**src/rtl/alu_pkg.sv**
```systemverilog
// alu_pkg: opcode encodings, FSM state and engine mode for hilo_muldiv_alu.
// MULTU decoding depends on the ALU_MULTU_EN macro in the RTL files.
package alu_pkg;

    localparam logic [5:0] OP_SRL   = 6'd2;
    localparam logic [5:0] OP_MFHI  = 6'd16;
    localparam logic [5:0] OP_MFLO  = 6'd18;
    localparam logic [5:0] OP_MULTU = 6'd25;
    localparam logic [5:0] OP_DIVU  = 6'd27;
    localparam logic [5:0] OP_ADD   = 6'd32;
    localparam logic [5:0] OP_SUB   = 6'd34;
    localparam logic [5:0] OP_AND   = 6'd36;
    localparam logic [5:0] OP_OR    = 6'd37;
    localparam logic [5:0] OP_SLT   = 6'd42;

    typedef enum logic {IDLE, RUN} state_e;

    typedef enum logic {MODE_MUL, MODE_DIV} mode_e;

endpackage

```
**src/rtl/alu_seq_muldiv.sv**
```systemverilog
// alu_seq_muldiv: iterative shift-add multiply / restoring divide engine.
// The multiply datapath exists only when ALU_MULTU_EN is defined.
module alu_seq_muldiv
    import alu_pkg::*;
#(
    parameter int WIDTH = 32
) (
    input  logic             clk,
    input  logic             reset,
    input  logic             i_go,
    input  mode_e            i_mode,
    input  logic [WIDTH-1:0] i_a,
    input  logic [WIDTH-1:0] i_b,
    output logic             o_busy,
    output logic             o_last,
    output logic [WIDTH-1:0] o_hi,
    output logic [WIDTH-1:0] o_lo
);

    localparam int CW = $clog2(WIDTH);

    state_e             r_state;
    state_e             w_next;
    mode_e              r_mode;
    logic [WIDTH-1:0]   r_b;
    logic [2*WIDTH-1:0] r_acc;
    logic [CW-1:0]      r_cnt;

    logic [WIDTH:0]     w_rem_sh;
    logic [WIDTH:0]     w_diff;
    logic [2*WIDTH-1:0] w_div_step;
    logic [2*WIDTH-1:0] w_step;
`ifdef ALU_MULTU_EN
    logic [WIDTH:0]     w_mul_sum;
    logic [2*WIDTH-1:0] w_mul_step;
`endif

    // acc = {remainder, quotient}; quotient bits shift in from the right
    always_comb begin
        w_rem_sh = r_acc[2*WIDTH-1:WIDTH-1];
        w_diff   = w_rem_sh - {1'b0, r_b};
        if (w_diff[WIDTH])
            w_div_step = {w_rem_sh[WIDTH-1:0], r_acc[WIDTH-2:0], 1'b0};
        else
            w_div_step = {w_diff[WIDTH-1:0], r_acc[WIDTH-2:0], 1'b1};
`ifdef ALU_MULTU_EN
        w_mul_sum  = {1'b0, r_acc[2*WIDTH-1:WIDTH]}
                   + (r_acc[0] ? {1'b0, r_b} : {(WIDTH+1){1'b0}});
        w_mul_step = {w_mul_sum, r_acc[WIDTH-1:1]};
        w_step     = (r_mode == MODE_MUL) ? w_mul_step : w_div_step;
`else
        w_step     = (r_mode == MODE_DIV) ? w_div_step : r_acc;
`endif
    end

    always_comb begin
        w_next = r_state;
        o_last = 1'b0;
        unique case (r_state)
            IDLE: if (i_go) w_next = RUN;
            RUN: begin
                if (r_cnt == CW'(WIDTH - 1)) begin
                    o_last = 1'b1;
                    w_next = IDLE;
                end
            end
            default: w_next = IDLE;
        endcase
    end

    always_ff @(posedge clk) begin
        if (reset) begin
            r_state <= IDLE;
            r_mode  <= MODE_DIV;
            r_b     <= '0;
            r_acc   <= '0;
            r_cnt   <= '0;
        end else begin
            r_state <= w_next;
            if (r_state == IDLE && i_go) begin
                r_mode <= i_mode;
                r_b    <= i_b;
                r_acc  <= {{WIDTH{1'b0}}, i_a};
                r_cnt  <= '0;
            end else if (r_state == RUN) begin
                r_acc <= w_step;
                r_cnt <= r_cnt + CW'(1);
            end
        end
    end

    assign o_busy = (r_state == RUN);
    assign o_hi   = w_step[2*WIDTH-1:WIDTH];
    assign o_lo   = w_step[WIDTH-1:0];

endmodule

```
**src/rtl/hilo_muldiv_alu.sv**
```systemverilog
// hilo_muldiv_alu: single-cycle ALU ops plus sequential MULTU/DIVU into HI/LO.
// Define ALU_MULTU_EN to include MULTU; otherwise opcode 25 is an unknown op.
module hilo_muldiv_alu
    import alu_pkg::*;
#(
    parameter int WIDTH   = 32,
    parameter int SHAMT_W = $clog2(WIDTH)
) (
    input  logic             clk,
    input  logic             reset,
    input  logic             start,
    input  logic [5:0]       signal,
    input  logic [WIDTH-1:0] dataA,
    input  logic [WIDTH-1:0] dataB,
    output logic [WIDTH-1:0] dataOut,
    output logic             busy,
    output logic             done,
    output logic             divByZero
);

    logic [WIDTH-1:0] r_out;
    logic [WIDTH-1:0] r_hi;
    logic [WIDTH-1:0] r_lo;
    logic             r_done;
    logic             r_dbz;

    logic [WIDTH-1:0] w_res;
    logic             w_go;
    logic             w_hold;
    logic             w_div0;
    mode_e            w_mode;
    logic             w_accept;
    logic             w_busy;
    logic             w_last;
    logic [WIDTH-1:0] w_eng_hi;
    logic [WIDTH-1:0] w_eng_lo;

    assign w_accept = start && !w_busy;

    // w_hold marks ops whose results go to HI/LO, leaving dataOut untouched
    always_comb begin
        w_res  = '0;
        w_go   = 1'b0;
        w_hold = 1'b0;
        w_div0 = 1'b0;
        w_mode = MODE_DIV;
        unique case (signal)
            OP_AND:  w_res = dataA & dataB;
            OP_OR:   w_res = dataA | dataB;
            OP_ADD:  w_res = dataA + dataB;
            OP_SUB:  w_res = dataA - dataB;
            OP_SLT:  w_res = {{(WIDTH-1){1'b0}},
                              $signed(dataA) < $signed(dataB)};
            OP_SRL:  w_res = dataA >> dataB[SHAMT_W-1:0];
            OP_MFHI: w_res = r_hi;
            OP_MFLO: w_res = r_lo;
`ifdef ALU_MULTU_EN
            OP_MULTU: begin
                w_hold = 1'b1;
                w_go   = 1'b1;
                w_mode = MODE_MUL;
            end
`endif
            OP_DIVU: begin
                w_hold = 1'b1;
                if (dataB == '0) w_div0 = 1'b1;
                else             w_go   = 1'b1;
            end
            default: w_res = '0;
        endcase
    end

    alu_seq_muldiv #(.WIDTH(WIDTH)) u_seq (
        .clk    (clk),
        .reset  (reset),
        .i_go   (w_accept && w_go),
        .i_mode (w_mode),
        .i_a    (dataA),
        .i_b    (dataB),
        .o_busy (w_busy),
        .o_last (w_last),
        .o_hi   (w_eng_hi),
        .o_lo   (w_eng_lo)
    );

    always_ff @(posedge clk) begin
        if (reset) begin
            r_out  <= '0;
            r_hi   <= '0;
            r_lo   <= '0;
            r_done <= 1'b0;
            r_dbz  <= 1'b0;
        end else begin
            r_done <= 1'b0;
            if (w_last) begin
                r_hi   <= w_eng_hi;
                r_lo   <= w_eng_lo;
                r_done <= 1'b1;
            end
            if (w_accept) begin
                r_dbz <= w_div0;
                if (!w_go)   r_done <= 1'b1;
                if (!w_hold) r_out  <= w_res;
                if (w_div0) begin
                    r_hi <= dataA;
                    r_lo <= '1;
                end
            end
        end
    end

    assign dataOut   = r_out;
    assign busy      = w_busy;
    assign done      = r_done;
    assign divByZero = r_dbz;

endmodule

```
**config.mk**
```make
export PLATFORM = sky130hd
export DESIGN_NAME = hilo_muldiv_alu
export DESIGN_NICKNAME = d
export VERILOG_FILES = /design/src/rtl/alu_pkg.sv /design/src/rtl/alu_seq_muldiv.sv /design/src/rtl/hilo_muldiv_alu.sv
export SDC_FILE = /design/constraint.sdc
export NUM_CORES = 1
export LEC_CHECK = 0
export ABC_CLOCK_PERIOD_IN_PS = 4220
export CAP_MARGIN = 25
export CORE_MARGIN = 8
export CORE_UTILIZATION = 56
export CTS_BUF_LIST = sky130_fd_sc_hd__clkbuf_8
export CTS_CLUSTER_SIZE = 25
export DETAILED_ROUTE_END_ITERATION = 10
export GPL_ROUTABILITY_DRIVEN = 0
export PLACE_DENSITY = 0.79
export SLEW_MARGIN = 10
export SYNTH_ARGS = -nofsm -noshare
export SYNTH_HDL_FRONTEND = slang
export SYNTH_SLANG_ARGS = --single-unit
```
**constraint.sdc**
```tcl
create_clock -name clk -period 4.22 [get_ports clk]
set_input_delay 1.055 -clock clk [delete_from_list [all_inputs] [get_ports clk]]
set_output_delay 1.055 -clock clk [all_outputs]
set_load 0.05 [all_outputs]
```
# ---- Word-level counts from Yosys, hierarchy flattened
# Index checks and enable logic that the tools add are counted.
dict set report word_totals {
  register_bits 200
  inputBits 73
}
dict set report op_classes {
  add_sub_neg 4
  order_cmp 1
  eq_ne 10
  shifts 1
  n_mux 23
  n_bitwise 4
  n_reduce_logical 8
}
# op count
set ops {}
lappend ops {{two-way mux 32 bit} 8}
lappend ops {{one-hot mux 32 bit (8 select lines)} 1}
lappend ops {{two-way mux 64 bit} 1}
lappend ops {{subtractor 33 x 32 -> 33 bit} 1}
lappend ops {{adder 32 bit} 1}
lappend ops {{AND 32 bit} 1}
lappend ops {{logical NOT 32 bit} 1}
lappend ops {{less-than comparator 32 bit} 1}
lappend ops {{bitwise OR 32 bit} 1}
lappend ops {{right shift 32 x 5 -> 32 bit} 1}
lappend ops {{subtractor 32 bit} 1}
lappend ops {{== test 6 bit (second input constant)} 5}
lappend ops {{== test 6 x 5 -> 1 bit (second input constant)} 3}
lappend ops {{two-way mux 1 bit} 12}
lappend ops {{== test 6 x 2 -> 1 bit (second input constant)} 1}
lappend ops {{adder 5 x 1 -> 5 bit (second input constant)} 1}
lappend ops {{== test 5 bit (second input constant)} 1}
lappend ops {{logical AND 1 bit} 3}
lappend ops {{inverter 1 bit} 2}
lappend ops {{one-hot mux 1 bit (2 select lines)} 1}
lappend ops {{AND reduction 2 bit} 1}
lappend ops {{nonzero test 2 bit} 1}
lappend ops {{OR reduction 2 bit} 1}
lappend ops {{logical NOT 1 bit} 1}

# ---- Logic depth before layout (Yosys ltp)
dict set report depth {
  word_depth 6
  mapped_depth 14
  ltp_nobuf 13
}

# ---- Cells and area by module
# A second synthesis with hierarchy kept.
dict set report unflattened {
  hier_cells 2282
  area_unflattened_um2 17687.0
}
# mod n_inst cells_each area_per_inst_um2 seq_area_each_um2
set modules_own_cells {}
lappend modules_own_cells {hilo_muldiv_alu 1 1436 10928.0 1961.9}
lappend modules_own_cells {alu_seq_muldiv 1 846 6759.0 2062.0}

# ---- Worst setup path after synthesis
# Ideal clock, no wire load.
dict set report synth_path {
  kind {input port to flip-flop}
  from {in dataB[1]}
  to {reg r_out[27], in the netlist dataOut[27]}
  arrival_time_ps 4184
  required_ps 4134
  setup_slack_ps -50
  stages 14
  n_path_buf 3
  path_cell_list {clkbuf_1 > buf_2 > buf_1 > inv_1 > ha_1 > o21ba_2 > nor4_1 > or3_1 > a211oi_1 > o211ai_1 > a311oi_1 > o21ai_0 > and4_1 > a211oi_1}
}
dict set report synth_between {
  elab_chain_len 2
  elab_cells_between_ends 4
  classes_between {2 x add/sub; 1 x shift; 1 x mux}
}
# element line
set synth_lines {}
lappend synth_lines {{start: declaration} hilo_muldiv_alu.sv:14} ;# input logic [WIDTH-1:0] dataB,
lappend synth_lines {{subtractor 32 bit (tied with other cells)} hilo_muldiv_alu.sv:51} ;# OP_SUB: w_res = dataA - dataB;
lappend synth_lines {{one-hot mux 32 bit (8 select lines) (*)} hilo_muldiv_alu.sv:47} ;# unique case (signal)
lappend synth_lines {{end signal: assignment} hilo_muldiv_alu.sv:103} ;# if (!w_hold) r_out <= w_res;
lappend synth_lines {{end: declaration} hilo_muldiv_alu.sv:21} ;# logic [WIDTH-1:0] r_out;
# Mark *: on every way between the ends. The rest lies on a longest branch, timed or not.
# A chain may end at the register's enable or synchronous reset.

# ---- Worst setup path after layout
dict set report layout_path {
  from {in dataA[2]}
  to {reg r_out[30], in the netlist dataOut[30]}
}
dict set report layout_between {
  elab_chain_len 2
  elab_cells_between_ends 4
  classes_between {2 x add/sub; 1 x shift; 1 x mux}
}
# element line
set layout_lines {}
lappend layout_lines {{start: declaration} hilo_muldiv_alu.sv:13} ;# input logic [WIDTH-1:0] dataA,
lappend layout_lines {{subtractor 32 bit (tied with other cells)} hilo_muldiv_alu.sv:51}
lappend layout_lines {{one-hot mux 32 bit (8 select lines) (*)} hilo_muldiv_alu.sv:47}
# Marks and branches as above.

==> flow_summary.json <==
{
  "synth-edff-count": 0,
  "numPortBuffers": 107,
  "final_util": 0.659,
  "yosysTopAreaCell": "dfxtp_1",
  "cts_hold_buf": 0,
  "synth_fa_ha_area_frac": 0.108,
  "synth_compound_area_frac": 0.295,
  "synth_top_family_by_area": "compound AO/OA/AOI/OAI gates",
  "grt.met3_usage": 0.101,
  "vias_per_cell": 6.69,
  "p_leak_nw": 7.89,
  "synth_top_cell_area_share": 0.242,
  "antenna_left": 0,
  "max_slew_margin": 0.413,
  "power_density_nw_per_um2": 254,
  "dpl.hpwl_mm": 47.2,
  "clock_skew_ns": 0.0163,
  "start_kind": "primary input",
  "async_reset_ff_frac": 0,
  "cts-resized-gates": 0,
  "end_kind": "flop",
  "clock_sinks": 200,
  "antenna_found_initial": 1,
  "peakVddDrop_v": 0.000215,
  "slew_viol_final": 0,
  "dieHeight_um": 188,
  "setup_viol": 0,
  "hold_class": "reg2reg",
  "setup_tns_ns": 0,
  "ctsLongestPathBuffers": 2,
  "clk_latency_ns": 0.50,
  "synthXorXnorAreaFrac": 0.0308,
  "timing.fmax_ghz": 0.244,
  "whs_ns": 0.463,
  "route.detailed.drc": 0,
  "grt.busiest_layer": "met2",
  "synthFlopType": "dfxtp_1",
  "crit_required_ns": 4.61,
  "avgSynthCellArea_um2": 7.44,
  "synthMuxAreaShare": 0.0705,
  "synth_area_um2": 16500,
  "num_rows": 63,
  "drt_iter0_markers": 3292,
  "synth-simple-area-share": 0.181,
  "die_w_um": 188,
  "seq_area_frac_synth": 0.242,
  "final_nets": 2592,
  "r2r_cells": 14,
  "tightest_slew_ns": 0.880,
  "yosysMostFrequentCell": "nand2_1",
  "cts-root-buf": "clkbuf_8",
  "ys_ff_latch": 200,
  "cts.htree.levels": 4,
  "power.total_mw": 4.90,
  "path_class": "in2reg",
  "cts_tree": "yes",
  "clk_pin_slew_ns": 0.12,
  "routed_wl_mm": 62.1,
  "status": "complete, no violations",
  "synth.distinct_cells": 90,
  "drive_above_1_share": 0.116,
  "grt_pass1_vias": 17300,
  "multi_input_area_um2": 11400,
  "nFillCells": 2488,
  "crit_arrival_ns": 4.48,
  "coreArea_um2": 29300,
  "grt_use_total": 0.338,
  "rsz0062_at_grt": "false",
  "hold-path-cell-count": 2,
  "routed-via-count": 18600,
  "die_area_um2": 35200,
  "grt_pass1_wl_mm": 95.8,
  "antennaDiodeCount": 0,
  "synthCells": 2219,
  "yosys_warnings": 0,
  "min_period_over_period": 0.971,
  "grt_max_degree": 101,
  "drv_cap": 0,
  "hold_violations": 0,
  "critPathMaxFanout": 3,
  "syn-num-nets": 2433,
  "grtUsageMet1": 0.438,
  "seq_area_um2": 4010,
  "preCtsSetupSlack_ns": -0.292,
  "first_pass_iters": 7,
  "met2_usage": 0.499,
  "synth.cells.most_frequent": "330 x nand2_1, 240 x a21oi_1, 200 x dfxtp_1",
  "start_util": 0.563,
  "gr-total-overflow": 0,
  "cts_setup_buffers": 0,
  "period_needed_ns": 4.10,
  "areaGrowthSynthToFinish_pct": 17.0,
  "post_drt_wl_per_cell_um": 22.3,
  "synth_area_leaders": "dfxtp_1 24%, ha_1 10%, nand2_1 7.5%",
  "setup_ws_ns": 0.124,
  "cts_made_buffers": 17,
  "io_pins": 108
}
## logic make-up (layout without fill, tap and decap cells)
family / after synthesis / in the layout
compound gates: 745 / 745
xor+xnor: 56 / 56
fa+ha+maj: 141 / 141
simple gates: 689 / 689
mux: 88 / 88
buf+inv: 300 / 471
flops: 200 / 200
## per-layer routing
layer | part of all wire | wire length (um)
met1 | 0.38 | 23800
met2 | 0.41 | 25700
met3 | 0.14 | 8930
met4 | 0.059 | 3680
met5 | 0.00018 | 11
## power by group
group | internal [mW] | total [mW] | switching [mW]
clock | 0.496 | 1.31 | 0.814
combinational | 0.665 | 1.67 | 1.01
sequential | 1.90 | 1.92 | 0.0121
## area by class of cell
| class | instances | share of cell area |
|---|---|---|
| Sequential cell | 200 | 0.207 |
| Multi-Input combinational cell | 1719 | 0.588 |
| Clock buffer | 17 | 0.0121 |
| Tap cell | 390 | 0.0253 |
| Clock inverter | 14 | 0.00848 |
| Inverter | 144 | 0.0280 |
| Timing Repair Buffer | 296 | 0.131 |
## path summary, 6_finish.rpt
kind                 end            start  slack (ns)
max          dataOut[30]         dataA[2]        0.12
min            divByZero        divByZero        0.46
max reg2reg     r_hi[11]  u_seq.r_acc[31]        0.29
min reg2reg    divByZero        divByZero        0.46
## flip-flops by register name, summed over array words and instances (netlist names)
| signal | cells |
|---|---|
| u_seq.r_acc | 64 |
| dataOut | 32 |
| r_hi | 32 |
| r_lo | 32 |
| u_seq.r_b | 32 |
| u_seq.r_cnt | 5 |
| divByZero | 1 |
| done | 1 |
| u_seq.o_busy | 1 |
## per-stage QoR
step,cells,cell area (um2)
after detailed placement,2748,18900
after CTS,2779,19300
after global routing,2780,19300
after floorplan,2219,16500
final,2780,19300
after global placement,2748,18900
## layout by cell type, fill, tap and decap left out, drive strengths merged, types with 8 or more instances in the layout
master         instances
inv                  151
and3                  11
o21ai                125
a211oi                60
buf                  193
nor4                  13
a22oi                 38
a31oi                 43
and2                  10
nand3                 23
o221ai                 8
o31ai                 14
nor3                  39
mux4                  22
o211ai                19
a21o                  30
a311oi                 8
clkdlybuf4s50        103
o21a                  13
a221o                  8
a221oi                35
o21bai                23
a21oi                240
xor2                  22
xnor2                 34
nand2b                17
nor2                 178
mux2i                 62
clkbuf                17
dfxtp                200
nor2b                 15
nand4                 20
a211o                 21
nand2                330
or3                   11
ha                   138
## critical path, stage by stage
cell             delay, ns
clkdlybuf4s50_1       0.50
buf_4                 0.19
ha_1                  0.20
o21bai_2              0.21
a2111oi_1             0.48
o32ai_1               0.22
a2111o_1              0.55
a31oi_2               0.27
nor3_1                0.11
o311a_1               0.30
o31ai_1               0.30
nand3_1               0.11
(Power assumes the default switching activity.)
